## src/rtl/uart_pkg.sv

```systemverilog
// uart_pkg: shared types and helpers for the UART receive path.
//   rx_state_e       receiver FSM state encoding
//   EOS_DEFAULT      default end-of-string byte (line feed)
//   calc_baud_ticks  system clocks per bit period (integer division)
//   calc_half_ticks  system clocks per half bit period
package uart_pkg;

  typedef enum logic [1:0] {
    IDLE      = 2'd0,
    START_BIT = 2'd1,
    DATA_BITS = 2'd2,
    STOP_BIT  = 2'd3
  } rx_state_e;

  localparam logic [7:0] EOS_DEFAULT = 8'h0A;

  function automatic int calc_baud_ticks(input int clk_freq, input int baud_rate);
    return clk_freq / baud_rate;
  endfunction

  function automatic int calc_half_ticks(input int clk_freq, input int baud_rate);
    return calc_baud_ticks(clk_freq, baud_rate) / 2;
  endfunction

endpackage

```

## src/rtl/uart_rx_buffer.sv

```systemverilog
// uart_rx_buffer: line buffer behind the UART receiver.
// Ports:
//   clk      in   system clock
//   rst      in   asynchronous active-high reset
//   wr_en    in   one-cycle strobe: wr_data is a good received byte
//   wr_data  in   received byte
//   rd_addr  in   read address for the downstream command parser
//   rd_data  out  registered read data (one cycle after rd_addr)
//   full     out  level: buffer holds Depth bytes
// Bytes are stored while space remains; a terminator byte clears the count on
// the following cycle so the next line starts at address 0.
module uart_rx_buffer
  import uart_pkg::*;
#(
  parameter int         Depth   = 32,
  parameter logic [7:0] EosChar = EOS_DEFAULT,
  localparam int        AW      = (Depth > 1) ? $clog2(Depth) : 1,
  localparam int        CW      = $clog2(Depth + 1)
) (
  input  logic          clk,
  input  logic          rst,
  input  logic          wr_en,
  input  logic [7:0]    wr_data,
  input  logic [AW-1:0] rd_addr,
  output logic [7:0]    rd_data,
  output logic          full
);

  localparam logic [CW-1:0] DEPTH_CNT = CW'(Depth);

  logic [7:0]    mem [Depth];
  logic [CW-1:0] count_reg;
  logic          eos_pending_reg;
  logic          wr_ok;

  assign wr_ok = wr_en && (count_reg != DEPTH_CNT);
  assign full  = (count_reg == DEPTH_CNT);

  // Storage has no reset so it maps onto block RAM.
  always_ff @(posedge clk) begin
    if (wr_ok) begin
      mem[count_reg[AW-1:0]] <= wr_data;
    end
    rd_data <= mem[rd_addr];
  end

  // The terminator restarts the line even when it arrives on a full buffer,
  // otherwise an over-long line would leave the buffer wedged at full.
  always_ff @(posedge clk or posedge rst) begin
    if (rst) begin
      count_reg       <= '0;
      eos_pending_reg <= 1'b0;
    end else begin
      eos_pending_reg <= wr_en && (wr_data == EosChar);
      if (eos_pending_reg) begin
        count_reg <= '0;
      end else if (wr_ok) begin
        count_reg <= count_reg + 1'b1;
      end
    end
  end

endmodule

```

## src/rtl/uart_rx.sv

```systemverilog
// uart_rx: 8N1 UART receiver, LSB first, fixed baud from the system clock.
// Ports:
//   clk_50mhz    in   system clock
//   rst_n        in   asynchronous reset, active HIGH despite the name
//   rx_in        in   serial line, idle high, asynchronous
//   rx_data      out  last good byte, held until the next one
//   rx_valid     out  one-cycle pulse per good byte
//   eos_flag     out  one-cycle pulse with rx_valid when the byte is EosChar
//   buffer_full  out  level: line buffer holds RXBuferDepth bytes
//   frame_err    out  (only with UART_RX_FRAME_ERR_EN) one-cycle pulse when
//                     the stop bit samples low
// Configuration macro: UART_RX_FRAME_ERR_EN. Without it bad frames are dropped
// silently and the frame_err port does not exist.
module uart_rx
  import uart_pkg::*;
#(
  parameter int         ClkFreq      = 50_000_000,
  parameter int         BaudRate     = 115200,
  parameter int         RXBuferDepth = 32,
  parameter logic [7:0] EosChar      = EOS_DEFAULT
) (
  input  logic       clk_50mhz,
  input  logic       rst_n,
  input  logic       rx_in,
  output logic [7:0] rx_data,
  output logic       rx_valid,
  output logic       eos_flag,
  output logic       buffer_full
`ifdef UART_RX_FRAME_ERR_EN
  ,
  output logic       frame_err
`endif
);

  localparam int BAUD_TICKS = calc_baud_ticks(ClkFreq, BaudRate);
  localparam int HALF_TICKS = calc_half_ticks(ClkFreq, BaudRate);
  localparam int CNT_W      = (BAUD_TICKS > 1) ? $clog2(BAUD_TICKS) : 1;
  localparam int BUF_AW     = (RXBuferDepth > 1) ? $clog2(RXBuferDepth) : 1;

  localparam logic [CNT_W-1:0] BAUD_LAST = CNT_W'(BAUD_TICKS - 1);
  localparam logic [CNT_W-1:0] HALF_LAST = CNT_W'(HALF_TICKS - 1);

  rx_state_e        state_reg;
  logic [CNT_W-1:0] baud_cnt_reg;
  logic [2:0]       bit_idx_reg;
  logic [7:0]       shift_reg;
  logic             sync1_reg;
  logic             rx_s;
  logic             baud_tick;
  logic             sample_data;
  logic             stop_ok;
  logic [7:0]       bit_sel;
  logic [7:0]       buf_rd_data_unused;

  // Two-flop synchroniser; reset to the idle line level.
  always_ff @(posedge clk_50mhz or posedge rst_n) begin
    if (rst_n) begin
      sync1_reg <= 1'b1;
      rx_s      <= 1'b1;
    end else begin
      sync1_reg <= rx_in;
      rx_s      <= sync1_reg;
    end
  end

  // Start bit waits half a period so every later sample lands mid-bit.
  assign baud_tick   = (state_reg != IDLE) &&
                       (baud_cnt_reg == ((state_reg == START_BIT) ? HALF_LAST : BAUD_LAST));
  assign sample_data = (state_reg == DATA_BITS) && baud_tick;
  assign stop_ok     = (state_reg == STOP_BIT) && baud_tick && rx_s;

  // One-hot select of the data bit being captured this period.
  genvar gi;
  generate
    for (gi = 0; gi < 8; gi++) begin : g_bit_sel
      assign bit_sel[gi] = sample_data && (bit_idx_reg == 3'(gi));
    end
  endgenerate

  always_ff @(posedge clk_50mhz or posedge rst_n) begin
    if (rst_n) begin
      shift_reg <= '0;
    end else begin
      shift_reg <= (shift_reg & ~bit_sel) | ({8{rx_s}} & bit_sel);
    end
  end

  always_ff @(posedge clk_50mhz or posedge rst_n) begin
    if (rst_n) begin
      state_reg    <= IDLE;
      baud_cnt_reg <= '0;
      bit_idx_reg  <= '0;
      rx_data      <= '0;
      rx_valid     <= 1'b0;
      eos_flag     <= 1'b0;
`ifdef UART_RX_FRAME_ERR_EN
      frame_err    <= 1'b0;
`endif
    end else begin
      rx_valid <= 1'b0;
      eos_flag <= 1'b0;
`ifdef UART_RX_FRAME_ERR_EN
      frame_err <= 1'b0;
`endif
      // Every state change happens on a tick or out of IDLE, so this also
      // reloads the counter on each state entry.
      if (baud_tick || state_reg == IDLE) begin
        baud_cnt_reg <= '0;
      end else begin
        baud_cnt_reg <= baud_cnt_reg + 1'b1;
      end

      case (state_reg)
        IDLE: begin
          if (!rx_s) begin
            state_reg <= START_BIT;
          end
        end
        START_BIT: begin
          if (baud_tick) begin
            bit_idx_reg <= '0;
            state_reg   <= rx_s ? IDLE : DATA_BITS;
          end
        end
        DATA_BITS: begin
          if (baud_tick) begin
            bit_idx_reg <= bit_idx_reg + 1'b1;
            if (bit_idx_reg == 3'd7) begin
              state_reg <= STOP_BIT;
            end
          end
        end
        STOP_BIT: begin
          if (baud_tick) begin
            state_reg <= IDLE;
            if (rx_s) begin
              rx_data  <= shift_reg;
              rx_valid <= 1'b1;
              eos_flag <= (shift_reg == EosChar);
            end
`ifdef UART_RX_FRAME_ERR_EN
            else begin
              frame_err <= 1'b1;
            end
`endif
          end
        end
        default: state_reg <= IDLE;
      endcase
    end
  end

  // Written on the same edge that raises rx_valid. The read port is reserved
  // for the command parser, which is not yet routed out of this block.
  uart_rx_buffer #(
    .Depth   (RXBuferDepth),
    .EosChar (EosChar)
  ) u_buf (
    .clk     (clk_50mhz),
    .rst     (rst_n),
    .wr_en   (stop_ok),
    .wr_data (shift_reg),
    .rd_addr ({BUF_AW{1'b0}}),
    .rd_data (buf_rd_data_unused),
    .full    (buffer_full)
  );

endmodule

```

## config.mk

```make
export PLATFORM = sky130hd
export DESIGN_NAME = uart_rx
export DESIGN_NICKNAME = d
export VERILOG_FILES = /design/src/rtl/uart_pkg.sv /design/src/rtl/uart_rx_buffer.sv /design/src/rtl/uart_rx.sv
export SDC_FILE = /design/constraint.sdc
export NUM_CORES = 1
export LEC_CHECK = 0
export ABC_CLOCK_PERIOD_IN_PS = 2200
export CORE_ASPECT_RATIO = 1.75
export CORE_MARGIN = 5
export CORE_UTILIZATION = 35
export DETAILED_ROUTE_END_ITERATION = 10
export MAX_ROUTING_LAYER = met4
export PLACE_DENSITY_LB_ADDON = 0.25
export SYNTH_ARGS = -nofsm -noshare
export SYNTH_HDL_FRONTEND = slang
export SYNTH_SLANG_ARGS = --single-unit
```

## constraint.sdc

```tcl
create_clock -name clk_50mhz -period 2.2 [get_ports clk_50mhz]
set_input_delay 0.33 -clock clk_50mhz [delete_from_list [all_inputs] [get_ports clk_50mhz]]
set_output_delay 0.33 -clock clk_50mhz [all_outputs]
set_load 0.03 [all_outputs]
```

==> impl_metrics.ini <==
[synthesis]
synth_largest_area_cell = dfrtp_1
yosys_warnings = 0
synthTopCellsByArea = dfrtp_1 (49%), mux2_2 (11%), ha_1 (5.6%)
synth_cell_types = 40
yosysSeqAreaShare = 0.5157
synth_nets = 187
syn_area_um2 = 1994
synth_top_area_frac = 0.4893
syn_inst = 175
avgSynthCellArea_um2 = 11.40
ys_seq_elements = 41

[timing]
skew_ns = 0.005514
tns_ns = 0
hold_violations = 0
worst_slew_pin_slew_ns = 0.6718
min_period_ns = 2.060
clock.fmax_mhz = 485.5
slew_headroom = 0.5491
drv_slew = 0
timing.final.crit_share = 0.9363
rsz0062_at_grt = true
setup_violations = 0
setup_ws_ns = 0.1402

[global_routing]
grt.overflow.total = 0
grt_pass1_vias = 1409
grt_pass1_wl_um = 6348
use_met3 = 0.02147
top_usage_layer = met2
use_met2 = 0.1970
antenna_found_initial = 0
met1_usage = 0.1296
grt_max_degree = 42
grtUsageTotal = 0.1166

[drt]
wl_per_cell_um = 13.01
drt_iter0_drc = 24
drcViolationCount = 0
wl_um = 3565
via_per_inst = 4.920
num_vias = 1348
antenna_left = 0
dr.pass1.iters = 3

[floorplan]
ios = 14
initial_core_util = 0.3600
die_width_um = 67.06
placementRows = 36
core_area_um2 = 5540
die_area_um2 = 7367
dieHeight_um = 109.9

[clock_network]
clockBufferDepth = 2
numCtsBuffers = 5
h-tree-depth = 2
clock_latency_ns = 0.29
holdBufCountCts = 0
cts_root_buf = clkbuf_8
cts.clk_slew.worst_paths_ns = 0.08
cts_num_sinks = 41
cts_tree = done

[worst_setup_path]
path_max_fanout = 6
crit_type = flip-flop to flip-flop
end_kind = flip-flop
cp.required_ns = 2.38
critPathLaunchType = flip-flop
arrival_ns = 2.24

[min_path]
hp-class = flip-flop to flip-flop

[power_and_ir_drop]
powerDensity_nw_per_um2 = 622.6
pwr-share-clk = 0.473
power_w = 0.001482
pwr-share-comb = 0.016
irDropWorstVdd_mv = 0.3521
p_int_w = 0.001213
p_sw_frac = 0.1815
seq_power_share = 0.511
power_leakage_nw = 1.075
p_sw_w = 0.0002689

[placement]
dp.cells = 266
post-place-ws_ns = 0.1714
port_buffers = 13
place.gp.congestion = 0.7484
placed_area_um2 = 2247
hpwl_um = 2662

[cells_and_area]
final_layout_size_suffix_gt1_frac = 0.2222
final_cell_area_um2 = 2380
layout.cells.most_common = dfrtp_1
nFillCells = 550
area_delta_synth_final_pct = 19.32
insertedDiodeCount = 0
layout_common_cells = dfrtp_1 (39), mux2_2 (20), nor2_1 (16), clkdlybuf4s50_1 (12)
fin_cells = 274
fin_nets = 209

[run_status]
outcome = finished, final reports clean

[run]
cap_violations = 0
[kinds of logic after synthesis]
| kind of cell | after synthesis | synth area share |
|---|---|---|
| muxes | 21 | 0.1179 |
| xor gates and xnor gates | 7 | 0.03074 |
| and+or+nand+nor | 65 | 0.1869 |
| AOI/OAI and AO/OA | 16 | 0.05396 |
| DFF | 41 | 0.5157 |
| adders and majority gates | 9 | 0.05646 |
| buffers and inverters | 16 | 0.03826 |
[worst paths after layout]
path,start,end,slack [ns],cells after the start
worst max-delay path,baud_cnt_reg[6],u_buf.count_reg[2],0.14,5
worst min-delay path,sync1_reg,rx_s,0.35,0
worst max register to register,baud_cnt_reg[6],u_buf.count_reg[2],0.14,5
worst min register to register,sync1_reg,rx_s,0.35,0
max in group asynchronous,rst_n,sync1_reg,1.37,3
min in group asynchronous,rst_n,state_reg[0],0.47,3
[worst max-delay path, stage by stage, from the launching register on]
cell,delay (ns)
dfrtp_1,0.43
nand2b_1,0.17
nor4_2,0.36
o21ai_1,0.25
nor4_1,0.36
mux2_2,0.37
[through the flow]
| stage | utilization | hold WS [ns] |
|---|---|---|
| after floorplan | - | 0.3345 |
| after global routing | 0.4295 | 0.3631 |
| final | 0.4295 | 0.3514 |
| after detailed placement | 0.4056 | 0.3472 |
| after global placement | 0.4056 | 0.3461 |
| after CTS | 0.4295 | 0.3537 |
[power by group through the flow]
| stage | Sequential (W) | Combinational, W | Clock [W] |
|---|---|---|---|
| floorplan | 0.000772 | 0.0000137 | 0 |
| global placement | 0.000772 | 0.0000254 | 0 |
| detailed placement | 0.000772 | 0.0000254 | 0 |
| CTS | 0.000757 | 0.0000253 | 0.000728 |
| global route | 0.000758 | 0.0000279 | 0.000750 |
| finish | 0.000757 | 0.0000236 | 0.000701 |
[cell usage after synthesis, drive strengths merged]
| cell type | number |
|---|---|
| or4 | 1 |
| xnor2 | 1 |
| ha | 9 |
| nand2b | 1 |
| buf | 5 |
| nor2b | 4 |
| mux2 | 20 |
| nor4b | 1 |
| and3 | 4 |
| nor2 | 16 |
| dfstp | 2 |
| a311oi | 1 |
| nand3 | 7 |
| nor4bb | 1 |
| mux2i | 1 |
| o21ai | 5 |
| o31a | 1 |
| xor2 | 6 |
| clkbuf | 1 |
| and2 | 2 |
| o31ai | 1 |
| inv | 10 |
| o21a | 2 |
| nor3 | 3 |
| dfrtp | 39 |
| o211ai | 3 |
| nand3b | 2 |
| nand2 | 10 |
| a21oi | 2 |
| nor4 | 5 |
| o2111ai | 1 |
| nand4 | 8 |
[layer usage]
layer  share of wire  vias to the layer above
met2            0.56                       10
met5               0                        -
li1                -                      662
met3           0.018                        6
met1            0.40                      670
met4           0.024                        0
[final cells by class]
class | instances | area, µm² | share of cell area
sequential | 41 | 1028 | 0.4322
multi-input combinational | 118 | 895.9 | 0.3764
timing repair buffer | 21 | 188.9 | 0.07939
tap | 76 | 95.09 | 0.03996
clock buffer | 5 | 68.82 | 0.02892
clock inverter | 3 | 65.06 | 0.02734
inverter | 10 | 37.54 | 0.01577
[what timing repair did]
item	4_1_cts	5_1_grt
buffers inserted	0	0
cloned	0	0
gates resized for setup	1	0
setup endpoints to repair	1	4
Note: power is estimated with default switching activity, not from simulation.
